[src/rtl/fetch_sequencer.sv]
// Purpose : program counter / fetch sequencer driven by the decoder's flow outputs and ALU flags.
// Latency : one cycle; inputs sampled at edge N set ProgCounter/InstrCount/state visible after edge N.
// Backpr. : none; the sequencer advances every RUN cycle and halts only on Ack.
//
// Ports
//   Clk, Reset        clock, synchronous active-high reset
//   Start             pulse: (re)start program at address 0 from IDLE or HALT
//   ConditionalJump   current instruction is a branch
//   BranchAbsOrRel    0 absolute target, 1 PC-relative target
//   BranchConditions  00 always, 01 Zero, 10 !Zero, 11 Negative
//   Ack               current instruction is the halt instruction
//   ZeroFlag, NegFlag registered ALU compare flags
//   BranchOperand     branch target / signed offset from the branch register
//   ProgCounter       instruction ROM address
//   Running, Done     registered state decodes (RUN, HALT)
//   InstrCount        saturating count of instructions executed since last Start
module fetch_sequencer #(
  parameter int PC_W  = 10,
  parameter int OP_W  = 8,
  parameter int CNT_W = 16
) (
  input  logic             Clk,
  input  logic             Reset,
  input  logic             Start,
  input  logic             ConditionalJump,
  input  logic             BranchAbsOrRel,
  input  logic [1:0]       BranchConditions,
  input  logic             Ack,
  input  logic             ZeroFlag,
  input  logic             NegFlag,
  input  logic [OP_W-1:0]  BranchOperand,
  output logic [PC_W-1:0]  ProgCounter,
  output logic             Running,
  output logic             Done,
  output logic [CNT_W-1:0] InstrCount
);

  typedef enum logic [1:0] {
    S_IDLE = 2'd0,
    S_RUN  = 2'd1,
    S_HALT = 2'd2
  } state_t;

  state_t           state, state_nxt;
  logic [PC_W-1:0]  pc_q, pc_nxt;
  logic [CNT_W-1:0] cnt_q, cnt_nxt;
  logic             running_q, done_q;
  logic             cond_ok;
  logic [PC_W-1:0]  op_sext;
  logic [PC_W-1:0]  op_zext;

  // Size casts adapt the operand to the PC width: the signed cast sign-extends
  // (or truncates) for relative branches, the unsigned cast zero-extends.
  assign op_sext = PC_W'($signed(BranchOperand));
  assign op_zext = PC_W'(BranchOperand);

  // Flags are taken as they stand in the branch cycle; nothing is forwarded.
  always_comb begin
    cond_ok = 1'b1;
    case (BranchConditions)
      2'b00:   cond_ok = 1'b1;
      2'b01:   cond_ok = ZeroFlag;
      2'b10:   cond_ok = ~ZeroFlag;
      default: cond_ok = NegFlag;
    endcase
  end

  always_comb begin
    state_nxt = state;
    pc_nxt    = pc_q;
    cnt_nxt   = cnt_q;
    case (state)
      S_IDLE: begin
        pc_nxt = '0;
        if (Start) begin
          state_nxt = S_RUN;
          cnt_nxt   = '0;
        end
      end
      S_RUN: begin
        // Start is deliberately ignored here: no restart mid-program.
        cnt_nxt = (cnt_q == {CNT_W{1'b1}}) ? cnt_q : cnt_q + CNT_W'(1);
        // The halt encoding also decodes as a branch, so Ack is tested first.
        if (Ack) begin
          state_nxt = S_HALT;
        end else if (ConditionalJump && cond_ok) begin
          pc_nxt = BranchAbsOrRel ? pc_q + op_sext : op_zext;
        end else begin
          pc_nxt = pc_q + PC_W'(1);
        end
      end
      S_HALT: begin
        if (Start) begin
          state_nxt = S_RUN;
          pc_nxt    = '0;
          cnt_nxt   = '0;
        end
      end
      default: begin
        state_nxt = S_IDLE;
        pc_nxt    = '0;
        cnt_nxt   = '0;
      end
    endcase
  end

  always_ff @(posedge Clk) begin
    if (Reset) begin
      state     <= S_IDLE;
      pc_q      <= '0;
      cnt_q     <= '0;
      running_q <= 1'b0;
      done_q    <= 1'b0;
    end else begin
      state     <= state_nxt;
      pc_q      <= pc_nxt;
      cnt_q     <= cnt_nxt;
      // Decoded from the next state so the flags line up with the state register.
      running_q <= (state_nxt == S_RUN);
      done_q    <= (state_nxt == S_HALT);
    end
  end

  assign ProgCounter = pc_q;
  assign InstrCount  = cnt_q;
  assign Running     = running_q;
  assign Done        = done_q;

endmodule

[config.mk]
export PLATFORM = sky130hd
export DESIGN_NAME = fetch_sequencer
export DESIGN_NICKNAME = d
export VERILOG_FILES = /design/src/rtl/fetch_sequencer.sv
export SDC_FILE = /design/constraint.sdc
export NUM_CORES = 1
export LEC_CHECK = 0
export CAP_MARGIN = 30
export CORE_MARGIN = 5
export CORE_UTILIZATION = 50
export CTS_CLUSTER_SIZE = 20
export DETAILED_ROUTE_END_ITERATION = 10
export DONT_BUFFER_PORTS = 1
export GPL_ROUTABILITY_DRIVEN = 0
export PLACE_DENSITY = 0.67
export SLEW_MARGIN = 20
export SYNTH_ARGS = -nofsm -noshare
export SYNTH_HDL_FRONTEND = slang
export SYNTH_SLANG_ARGS = --single-unit
[constraint.sdc]
create_clock -name Clk -period 2.57 [get_ports Clk]
set_input_delay 0.6425 -clock Clk [delete_from_list [all_inputs] [get_ports Clk]]
set_output_delay 0.6425 -clock Clk [all_outputs]
set_load 0.005 [all_outputs]
==> flow_metrics.py <==
metrics = {
    "timing": {
        "rsz0062_at_grt": "no",
        "period_share": 0.877,
        "maxSlewViolCount": 0,
        "whs_ps": 427,
        "final.setup_skew_ps": 7.05,
        "final.setup.tns_ps": 0,
        "timing.final.crit_period_ps": 2250,
        "slew_headroom": 0.701,
        "tightestPinTransition_ps": 449,
        "fmax_ghz": 0.444,
        "finalSetupViolCount": 0,
        "hold_viol_final": 0,
    },
    "critical_path": {
        "critPathMaxFanout": 7,
        "crit_type": "flop to flop",
        "cp-start-kind": "flop",
        "worst_setup_path_end_kind": "flop",
        "critical_path_required_ps": 2730,
        "arrival_ps": 2410,
    },
    "finish": {
        "final_cell_mix": "dfxtp_1, nor2_1, nand2_1",
        "multi_input_area_mm2": 0.00138,
        "drive_gt1_frac": 0.0965,
        "ff_latch_area_um2": 601,
        "fill_cells": 388,
        "final_common_cell": "dfxtp_1",
        "final_cells": 309,
        "nNetsFinal": 288,
        "synthToLayoutAreaGrowth_pct": 8.64,
        "final_util": 0.558,
        "diodes": 0,
    },
    "global_route": {
        "grt_pass1_wl_um": 8380,
        "grt_pass1_vias": 1751,
        "grt-ovfl-total": 0,
        "grt_start_max_net_pins": 14,
        "antenna_found_initial": 0,
        "track_usage": 0.194,
    },
    "synth": {
        "ys_warn_count": 0,
        "yosys.area.top_type": "dfxtp_1",
        "async_reset_ff_frac": 0,
        "ys.flop_type": "dfxtp_1",
        "synth_area_per_cell_um2": 8.09,
        "syn_inst": 254,
        "synth_area_leaders": "dfxtp_1, ha_1, nor2_1, xnor2_1, a21oi_1",
        "synth_cell_types": 54,
        "ys_seq_area_frac": 0.292,
        "netlist_area_mm2": 0.00206,
        "synth_edf_count": 0,
        "synth-seq-cells": 30,
        "synth_nets": 284,
        "yosysTopAreaCellShare": 0.292,
    },
    "placement": {
        "port_buffers": 0,
        "placedCellCount": 301,
        "dp_hpwl_um": 3780,
    },
    "clock_tree": {
        "post_cts_buffers": 0,
        "clk-insertion-delay-late_ps": 280,
        "clockBufferDepth": 2,
        "cts_sinks": 30,
        "cts_tree": "yes",
        "cts-resized-gates": 0,
        "clkTransAtPathRegs_ps": 70,
        "cts_buffers": 5,
        "htree_levels": 2,
        "root_buffer": "clkbuf_8",
        "hold_buffers": 0,
    },
    "die": {
        "die_w_um": 74.1,
        "die_height_um": 74.1,
        "core_area_mm2": 0.00400,
        "die_area_mm2": 0.00549,
        "initial_core_util": 0.514,
        "row_count": 23,
        "num_io_pins": 46,
    },
    "outcome": {
        "outcome": "finished clean",
    },
    "power": {
        "p_sw_mw": 0.255,
        "ir_worst_vdd_mv": 0.318,
        "p_comb_frac": 0.105,
        "power_frac_clock": 0.432,
        "power_density_mw_per_mm2": 467,
        "p_int_mw": 0.789,
        "power_mw": 1.04,
        "p_sw_frac": 0.244,
        "p_leak_nw": 0.830,
        "seqPwrFrac": 0.464,
    },
    "flow_run": {
        "drv_cap": 0,
    },
    "detailed_routing": {
        "drtAntennaViolNets": 0,
        "dr.first_iter.drc_count": 128,
        "viasPerCell": 6.31,
        "drc": 0,
        "vias": 1951,
        "post_drt_wl_per_cell_um": 16.2,
        "firstDrtPassIters": 4,
        "wl_um": 5010,
    },
    "hold_path": {
        "hold_class": "input pin to flop",
    },
}
synth_stat cells (3+ instances only):
cell / n
a21o_1: 3
and4_1: 3
nor2b_1: 3
a211oi_1: 5
or2_2: 3
dfxtp_1: 30
inv_1: 7
a31oi_1: 3
o211a_1: 3
nand3_1: 9
o21ai_0: 15
and3_1: 3
clkbuf_1: 7
nor3_1: 13
xnor2_1: 11
mux2i_1: 5
nor2_1: 27
ha_1: 11
nand4_1: 3
nand2b_1: 3
or3_1: 3
o22ai_1: 3
xor2_1: 4
nand2_1: 18
a21oi_1: 17
o21a_1: 4
nor4_1: 3
state kept, by name (all words and copies together), names as in the netlist:
name,cells
Running,1
state,2
Done,1
ProgCounter,10
InstrCount,16
stage by stage:
stage / area, um2 / setup slack (ps)
3_3_place_gp: 2120 / 241
3_5_place_dp: 2120 / 206
5_1_grt: 2230 / 102
4_1_cts: 2230 / 313
2_1_floorplan: 2060 / 374
6_report: 2230 / 316
final timing paths:
path | start | to | slack, ps | cells after the start
setup / recovery | ProgCounter[0] | ProgCounter[6] | 320 | 8
setup reg to reg | ProgCounter[0] | ProgCounter[6] | 320 | 8
hold reg to reg | InstrCount[14] | InstrCount[14] | 570 | 2
hold / removal | Reset | Done | 430 | 1
per-layer routing:
layer / vias up / share of wire / global-route usage
met1: 918 / 0.49 / 0.302
met2: 67 / 0.42 / 0.258
met5: - / 0 / 0
li1: 958 / - / -
met3: 8 / 0.078 / 0.0500
met4: 0 / 0.010 / 0.0543
logic make-up after synthesis:
group / Yosys count / share of synthesized area
flops: 30 / 0.292
mux: 6 / 0.0298
buf+inv: 17 / 0.0359
xor+xnor: 15 / 0.0639
fa+ha+maj: 12 / 0.0767
compound gates: 71 / 0.234
simple gates: 103 / 0.268
power by group through the flow:
stage          clock (mW)  combinational [mW]  sequential [mW]
4_1_cts             0.459               0.108            0.484
3_3_place_gp            0               0.107            0.495
6_report            0.451               0.109            0.484
3_5_place_dp            0               0.108            0.495
2_1_floorplan           0              0.0934            0.489
5_1_grt             0.486               0.121            0.486
critical path, cell delays in order, from the launching register on:
cell       delay, ps
dfxtp_1          470
ha_1             250
inv_1             60
fa_1             390
nor2b_1          210
o31a_1           190
nor4b_1           60
a2111oi_0        360
o21ai_0          140
cell type report:
class / count / share of cell area
Sequential cell: 30 / 0.269
Clock buffer: 8 / 0.0493
Tap cell: 50 / 0.0280
Inverter: 7 / 0.0118
Multi-Input combinational cell: 207 / 0.618
Timing Repair Buffer: 7 / 0.0235
Power figures use the tool's default switching activity.
